[config.mk]
export PLATFORM = sky130hd
export DESIGN_NAME = overdrive_arbiter
export DESIGN_NICKNAME = d
export VERILOG_FILES = /design/src/rtl/overdrive_arbiter.sv
export SDC_FILE = /design/constraint.sdc
export NUM_CORES = 1
export LEC_CHECK = 0
export ABC_AREA = 1
export CAP_MARGIN = 20
export CORE_UTILIZATION = 37
export DETAILED_ROUTE_END_ITERATION = 16
export MAX_ROUTING_LAYER = met4
export PLACE_DENSITY_LB_ADDON = 0.2
export SKIP_LAST_GASP = 1
export SLEW_MARGIN = 20
export SYNTH_ARGS = -nofsm -noshare
export SYNTH_HDL_FRONTEND = slang
export SYNTH_SLANG_ARGS = --single-unit
[constraint.sdc]
create_clock -name CLK -period 1.3 [get_ports CLK]
set_input_delay 0.26 -clock CLK [delete_from_list [all_inputs] [get_ports CLK]]
set_output_delay 0.26 -clock CLK [all_outputs]
set_load 0.01 [all_outputs]
[src/rtl/overdrive_arbiter.sv]
// Shares one external overdrive datapath between a left and a right frame channel.
// One frame is in flight at a time. Ties alternate, starting with the left channel after reset.
module overdrive_arbiter #(
   parameter int OD_LATENCY = 1
) (
   input  logic        CLK,
   input  logic        RESET_N,
   input  logic        l_req,
   input  logic [15:0] l_frame,
   input  logic        l_gain,
   output logic        l_ack,
   input  logic        r_req,
   input  logic [15:0] r_frame,
   input  logic        r_gain,
   output logic        r_ack,
   output logic [15:0] od_in_frame,
   output logic        od_gain,
   input  logic [15:0] od_out_frame,
   output logic [15:0] l_out,
   output logic [15:0] r_out,
   output logic        l_out_valid,
   output logic        r_out_valid,
   output logic        busy,
   output logic [1:0]  dbg_state
);

   // Handshake: a requester holds req high with frame/gain stable until its ack
   // pulse, which is high for exactly the first WAIT cycle. The requester drops
   // req after the ack. Any req seen outside IDLE is ignored.

   typedef enum logic [1:0] {
      ST_IDLE   = 2'd0,
      ST_WAIT   = 2'd1,
      ST_RETURN = 2'd2
   } state_t;

   localparam logic       CH_LEFT  = 1'b0;
   localparam logic       CH_RIGHT = 1'b1;
   localparam logic [2:0] CNT_LOAD = 3'(OD_LATENCY);

   state_t      r_state;
   state_t      w_state_nxt;
   logic [2:0]  r_cnt;
   logic        r_last_grant;
   logic        r_owner;
   logic        r_l_ack;
   logic        r_r_ack;
   logic        r_l_out_valid;
   logic        r_r_out_valid;
   logic [15:0] r_od_in_frame;
   logic        r_od_gain;
   logic [15:0] r_l_out;
   logic [15:0] r_r_out;

   logic        w_grant;
   logic        w_winner;
   logic        w_wait_done;

   always_comb begin
      w_state_nxt = r_state;
      w_grant     = 1'b0;
      w_winner    = CH_LEFT;
      w_wait_done = 1'b0;
      case (r_state)
         ST_IDLE: begin
            if (l_req || r_req) begin
               w_grant     = 1'b1;
               w_state_nxt = ST_WAIT;
               if (l_req && r_req) begin
                  w_winner = (r_last_grant == CH_RIGHT) ? CH_LEFT : CH_RIGHT;
               end else begin
                  w_winner = r_req ? CH_RIGHT : CH_LEFT;
               end
            end
         end
         ST_WAIT: begin
            // Counter was loaded with OD_LATENCY, so WAIT spans OD_LATENCY+1 cycles.
            if (r_cnt == 3'd0) begin
               w_wait_done = 1'b1;
               w_state_nxt = ST_RETURN;
            end
         end
         ST_RETURN: w_state_nxt = ST_IDLE;
         default:   w_state_nxt = ST_IDLE;
      endcase
   end

   always_ff @(posedge CLK) begin
      if (!RESET_N) begin
         r_state       <= ST_IDLE;
         r_cnt         <= 3'd0;
         r_last_grant  <= CH_RIGHT;
         r_owner       <= CH_LEFT;
         r_l_ack       <= 1'b0;
         r_r_ack       <= 1'b0;
         r_l_out_valid <= 1'b0;
         r_r_out_valid <= 1'b0;
         r_od_in_frame <= 16'h0000;
         r_od_gain     <= 1'b0;
         r_l_out       <= 16'h0000;
         r_r_out       <= 16'h0000;
      end else begin
         r_state       <= w_state_nxt;
         r_l_ack       <= w_grant && (w_winner == CH_LEFT);
         r_r_ack       <= w_grant && (w_winner == CH_RIGHT);
         r_l_out_valid <= w_wait_done && (r_owner == CH_LEFT);
         r_r_out_valid <= w_wait_done && (r_owner == CH_RIGHT);
         if (w_grant) begin
            r_od_in_frame <= (w_winner == CH_RIGHT) ? r_frame : l_frame;
            r_od_gain     <= (w_winner == CH_RIGHT) ? r_gain : l_gain;
            r_owner       <= w_winner;
            r_last_grant  <= w_winner;
            r_cnt         <= CNT_LOAD;
         end else if ((r_state == ST_WAIT) && (r_cnt != 3'd0)) begin
            r_cnt <= r_cnt - 3'd1;
         end
         if (w_wait_done) begin
            if (r_owner == CH_RIGHT) begin
               r_r_out <= od_out_frame;
            end else begin
               r_l_out <= od_out_frame;
            end
         end
      end
   end

   assign l_ack       = r_l_ack;
   assign r_ack       = r_r_ack;
   assign l_out_valid = r_l_out_valid;
   assign r_out_valid = r_r_out_valid;
   assign od_in_frame = r_od_in_frame;
   assign od_gain     = r_od_gain;
   assign l_out       = r_l_out;
   assign r_out       = r_r_out;
   assign busy        = (r_state != ST_IDLE);
   assign dbg_state   = r_state;

endmodule

== Yosys cells after proc, flatten, opt, wreduce, memory -nomap -nowiden ==
Cells that the tools add are included.

* Mux-type cells: 16
* Shifts and indexed selects: 0
* Equal/unequal tests: 3
* Divide/modulo/power cells: 0
* Reductions and logical operators: 16
* $mul: 0
* $lt $le $gt $ge: 0
* Bitwise operators: 3
* $add $sub $neg: 1

{| class="wikitable"
|+ Operators with widths
! operator !! number
|-
| $mux 16 || 1
|-
| $mux 1 || 12
|-
| $logic_and 1x1->1 || 6
|-
| $reduce_and 2->1 || 3
|-
| $mux 2 || 2
|-
| $ne 2x2->1 const B || 2
|-
| $pmux 2 s2 || 1
|-
| $reduce_bool 2->1 || 2
|-
| $logic_not 3->1 || 1
|-
| $not 1->1 || 3
|-
| $reduce_bool 3->1 || 1
|-
| $sub 3x1->3 const B || 1
|-
| $eq 2x1->1 const B || 1
|-
| $logic_not 2->1 || 1
|-
| $reduce_or 2->1 || 1
|-
| $logic_or 1x1->1 || 1
|}

* Flip-flop bits (word level): 60
* Memories: 0
* Input port bits: 54
* ROM bits: 0
* Memory bits (writable): 0
* Output and inout bits: 56
* Bits in latches: 0

== Logic depth before layout (Yosys ltp) ==
* Depth after elaboration: 6
* Mapped depth: 8

== Worst setup path before layout ==
OpenSTA, ideal clock, no wires.

* Path type: register to register
* Start: register r_cnt[0]
* End: register r_l_out[7] (netlist: l_out[7])
* Path buffers: 1
* Period minus slack after synthesis: 1.297 ns
* Cell stages (with the launch flop): 9
* Slack: 0.003 ns
* Data arrival time: 1.165 ns
* Path through: dfxtp_1 > inv_1 > ha_1 > nand2_1 > nor2_8 > nand2_4 > buf_6 > nand2_1 > a21oi_1

* Longest elaborated chain between the ends: 4

{| class="wikitable"
|+ Ends and longest elaborated chain
! item !! line !! source
|-
| start: declaration || 43 || <nowiki>logic [2:0] r_cnt;</nowiki>
|-
| start signal: assignment || 115 || <nowiki>r_cnt <= r_cnt - 3'd1;</nowiki>
|-
| $logic_not 3->1 || 78 || <nowiki>if (r_cnt == 3'd0) begin</nowiki>
|-
| $mux 1 || 78 ||
|-
| $mux 1 || 64 || <nowiki>case (r_state)</nowiki>
|-
| $reduce_and 2->1 (no source line) || n/a ||
|-
| end signal: assignment || 121 || <nowiki>r_l_out <= od_out_frame;</nowiki>
|-
| end: declaration || 52 || <nowiki>logic [15:0] r_l_out;</nowiki>
|}

Every way passes these cells.
A chain may end at the register's enable or synchronous reset.

== Final worst setup path ==
* Start: register r_cnt[0]
* End: register r_l_out[5] (netlist: l_out[5])

Same word-level chain as after synthesis.

==> metrics.md <==
| Metric | Value |
|---|---|
| WL/cell | 12.6 um |
| Failing checks | negative setup slack |
| CTS tree | built |
| # rows | 28 |
| Number of fill cells | 562 |
| Layout cells sized above 1 | 18.6% |
| Iteration-0 DRC Markers | 130 |
| Syn_nets | 349 |
| Post-synthesis simple-gate area fraction | 32.6% |
| Largest net degree at the start of global routing | 40 |
| Clock power share | 38.3% |
| Max Fclk | 768 MHz |
| Critical Path Fanout Max | 5 |
| Initial Util | 39.1% |
| Core box area | 6060 um2 |
| Fin crit share | 100% |
| Synthesis Warnings | 0 |
| Top Ports | 110 |
| Adder-Cell Fraction of Synth Area | 1.06% |
| Worst skew pair latency | 0.33 ns |
| Num CTS Buffers | 9 |
| Longest Clk Path Bufs | 2 |
| Final core occ | 65.3% |
| Fin area | 3960 um2 |
| Fin. max-slew vios | 0 |
| CP required | 1.56 ns |
| Leakage | 1.79 nW |
| Cells after Synth | 293 |
| Die width | 82.1 um |
| Sequential cell area | 1210 um2 |
| CTS Root Cell | clkbuf_8 |
| Cell variety after synth | 25 |
| Synthesis-stage register bit count | 60 |
| Vias in the first global route | 2,291 |
| Area grow syn2layout | 67.0% |
| Instance area after placement | 3620 um2 |
| First-pass GRT wire length | 10,100 um |
| DR pass1 iterations | 6 |
| Slew headroom | 82.3% |
| Hold Violations, Final | 0 |
| GPL Wtd Cong | 0.758 |
| Via Count | 2,431 |
| Seq pwr share | 40.0% |
| Minimum clock period | 1.30 ns |
| Sequential area share after synthesis | 50.7% |
| CP startpoint kind | flip-flop |
| NumNets Final | 480 |
| Die height | 82.1 um |
| Status | finished with violations |
| Synthesized area per cell | 8.09 um2 |
| Detailed Place HPWL | 4400 um |
| Internal | 3.83 mW |
| H-tree depth | 3 |
| Setup violations, final | 1 |
| Post-route ant nets | 0 |
| Hold Crit Class | flip-flop to flip-flop |
| Full die area | 6730 um2 |
| Area of the multi-input gates | 1070 um2 |
| DR vias/cell | 4.82 |
| CTS Sinks | 60 |
| Initial antenna violation count | 0 |
| RSZ-0062 raised after global routing | yes |
| Tightest Pin Transition | 0.264 ns |
| Global route overflow | 0 |
| Switching share of power | 25.9% |
| Switch Pwr | 1.33 mW |
| Worst setup margin | -0.00234 ns |
| Post-Synthesis Cell Area | 2370 um2 |
| Crit path kind | flip-flop to flip-flop |
| Compound-Gate Fraction of Synth Area | 8.02% |
| Setup Skew | 0.00598 ns |
| Antenna cells | 0 |
| Routed WL | 6330 um |
| Pwr dens | 1300 nW/um2 |
| Critical Path Sink Type | flip-flop |
| Post-synthesis mux area share | 0% |
| Largest family of logic cells by synthesized area | simple AND/OR/NAND/NOR gates |
| XOR/XNOR Fraction of Synth Area | 0.369% |
| Peak supply drop | 0.669 mV |
| Max-Cap Viols | 0 |
| Tot GR Track Use | 20.4% |
| Drt drc | 0 |
| Buffers on Ports | 109 |
| Comb power frac | 21.7% |
| Clk slew on worst S/H paths | 0.07 ns |
| Crit path arrival time | 1.56 ns |
[layout by cell type (no fill, tap or decap), types with 3 or more instances in the layout]
cell and count:
buf_12 5, dlygate4sd2_1 55, dfxtp_1 56, nand4_1 3, nor2_4 3, a21oi_2 5, buf_4 19, nand3_1 47
nor2_1 8, nand2_1 85, nand2_2 10, clkdlybuf4s50_1 53, clkbuf_8 9, nand3_2 4, a21oi_1 29, inv_2 5
bufinv_16 3, inv_1 7
[cell usage after synthesis]
cell type  count  share of area (%)
buf_6          7                3.3
a21oi_2        2               0.74
nand2_1       92                 15
nor2_4         3                1.4
nand2_2        4                1.1
buf_4          3               0.95
nand2_4        2               0.95
o22ai_1        1               0.26
buf_1          1               0.16
ha_1           2                1.1
a21oi_1       32                6.8
or2_2          1               0.26
nand3_1       49                 10
nand4_1        3               0.79
dfxtp_1       60                 51
buf_2          3               0.63
a31oi_1        1               0.26
nor2_1         8                1.3
or2_0          1               0.26
nor2_8         1               0.84
clkbuf_1       1               0.16
xor2_1         1               0.37
inv_1          9                1.4
nand3_2        2               0.84
inv_2          4               0.63
[timing repair]
action	in CTS	in global routing
hold buffers	0	0
pin swaps	5	13
gates resized for setup	72	16
buffers inserted	4	4
cloned	1	1
setup endpoints to repair	91	48
[layout make-up]
cell class	instances	area share, %
multi-input cells	205	27.1
repair buffers	135	32.7
clock inverters	5	2.53
well taps	75	2.37
clock buffers	11	3.32
flip-flops and latches	60	30.6
inverters	13	1.30
[state kept, by name (all words and copies together), names as in the netlist]
register / count
l_out_valid: 1
r_last_grant: 1
dbg_state: 2
od_gain: 1
r_owner: 1
r_cnt: 3
r_out_valid: 1
l_out: 16
r_ack: 1
od_in_frame: 16
l_ack: 1
r_out: 16
[metal layers]
metal	global-route usage, %	up-vias	wire [um]
met1	24.5	1100	2820
met2	33.4	106	2970
met3	4.44	5	482
met5	-	-	0
met4	7.37	0	55
li1	-	1220	-
[stage by stage]
step	power, mW	setup slack (ns)	TNS, ns	hold slack, ns	cells
after floorplan	2.60	0.00293	0	0.344	293
after global placement	3.18	-0.238	-6.29	0.442	480
after detailed placement	3.19	-0.264	-7.56	0.453	480
after CTS	5.15	-0.101	-0.338	0.461	501
after global routing	5.39	-0.0512	-0.593	0.473	504
final	5.16	-0.00234	-0.00234	0.458	504
[power by group through the flow]
stage	Combinational, mW	Sequential (mW)	Clock, mW
floorplan	0.443	2.16	0
finish	1.12	2.07	1.97
global placement	1.07	2.11	0
detailed placement	1.09	2.10	0
global route	1.22	2.08	2.09
CTS	1.08	2.07	2.00
[cells by family (layout without fill, tap and decap cells)]
group / Yosys count / in the layout
buf+inv: 28 / 164
fa+ha+maj: 2 / 2
simple gates: 166 / 166
compound gates: 36 / 36
xor+xnor: 1 / 1
flops: 60 / 60
[path summary, 6_finish.rpt]
| kind | slack [ns] | cells after the start | to | from |
|---|---|---|---|---|
| worst min-delay path | 0.46 | 2 | od_in_frame[15]$_SDFFE_PN0P_ | od_in_frame[15]$_SDFFE_PN0P_ |
| worst max register to register | -0.002 | 8 | l_out[5]$_SDFFE_PN0P_ | r_cnt[0]$_SDFFE_PN0P_ |
| worst min register to register | 0.46 | 2 | od_in_frame[15]$_SDFFE_PN0P_ | od_in_frame[15]$_SDFFE_PN0P_ |
| worst max-delay path | -0.002 | 8 | l_out[5]$_SDFFE_PN0P_ | r_cnt[0]$_SDFFE_PN0P_ |
[critical path: stages (launching register included)]
cell       delay (ns)
dfxtp_2          0.33
inv_2            0.07
ha_4             0.14
nand2_4          0.07
nor2_8           0.14
buf_12           0.14
clkbuf_16        0.13
nand3_1          0.07
a21oi_1          0.14
(Power assumes the default switching activity.)
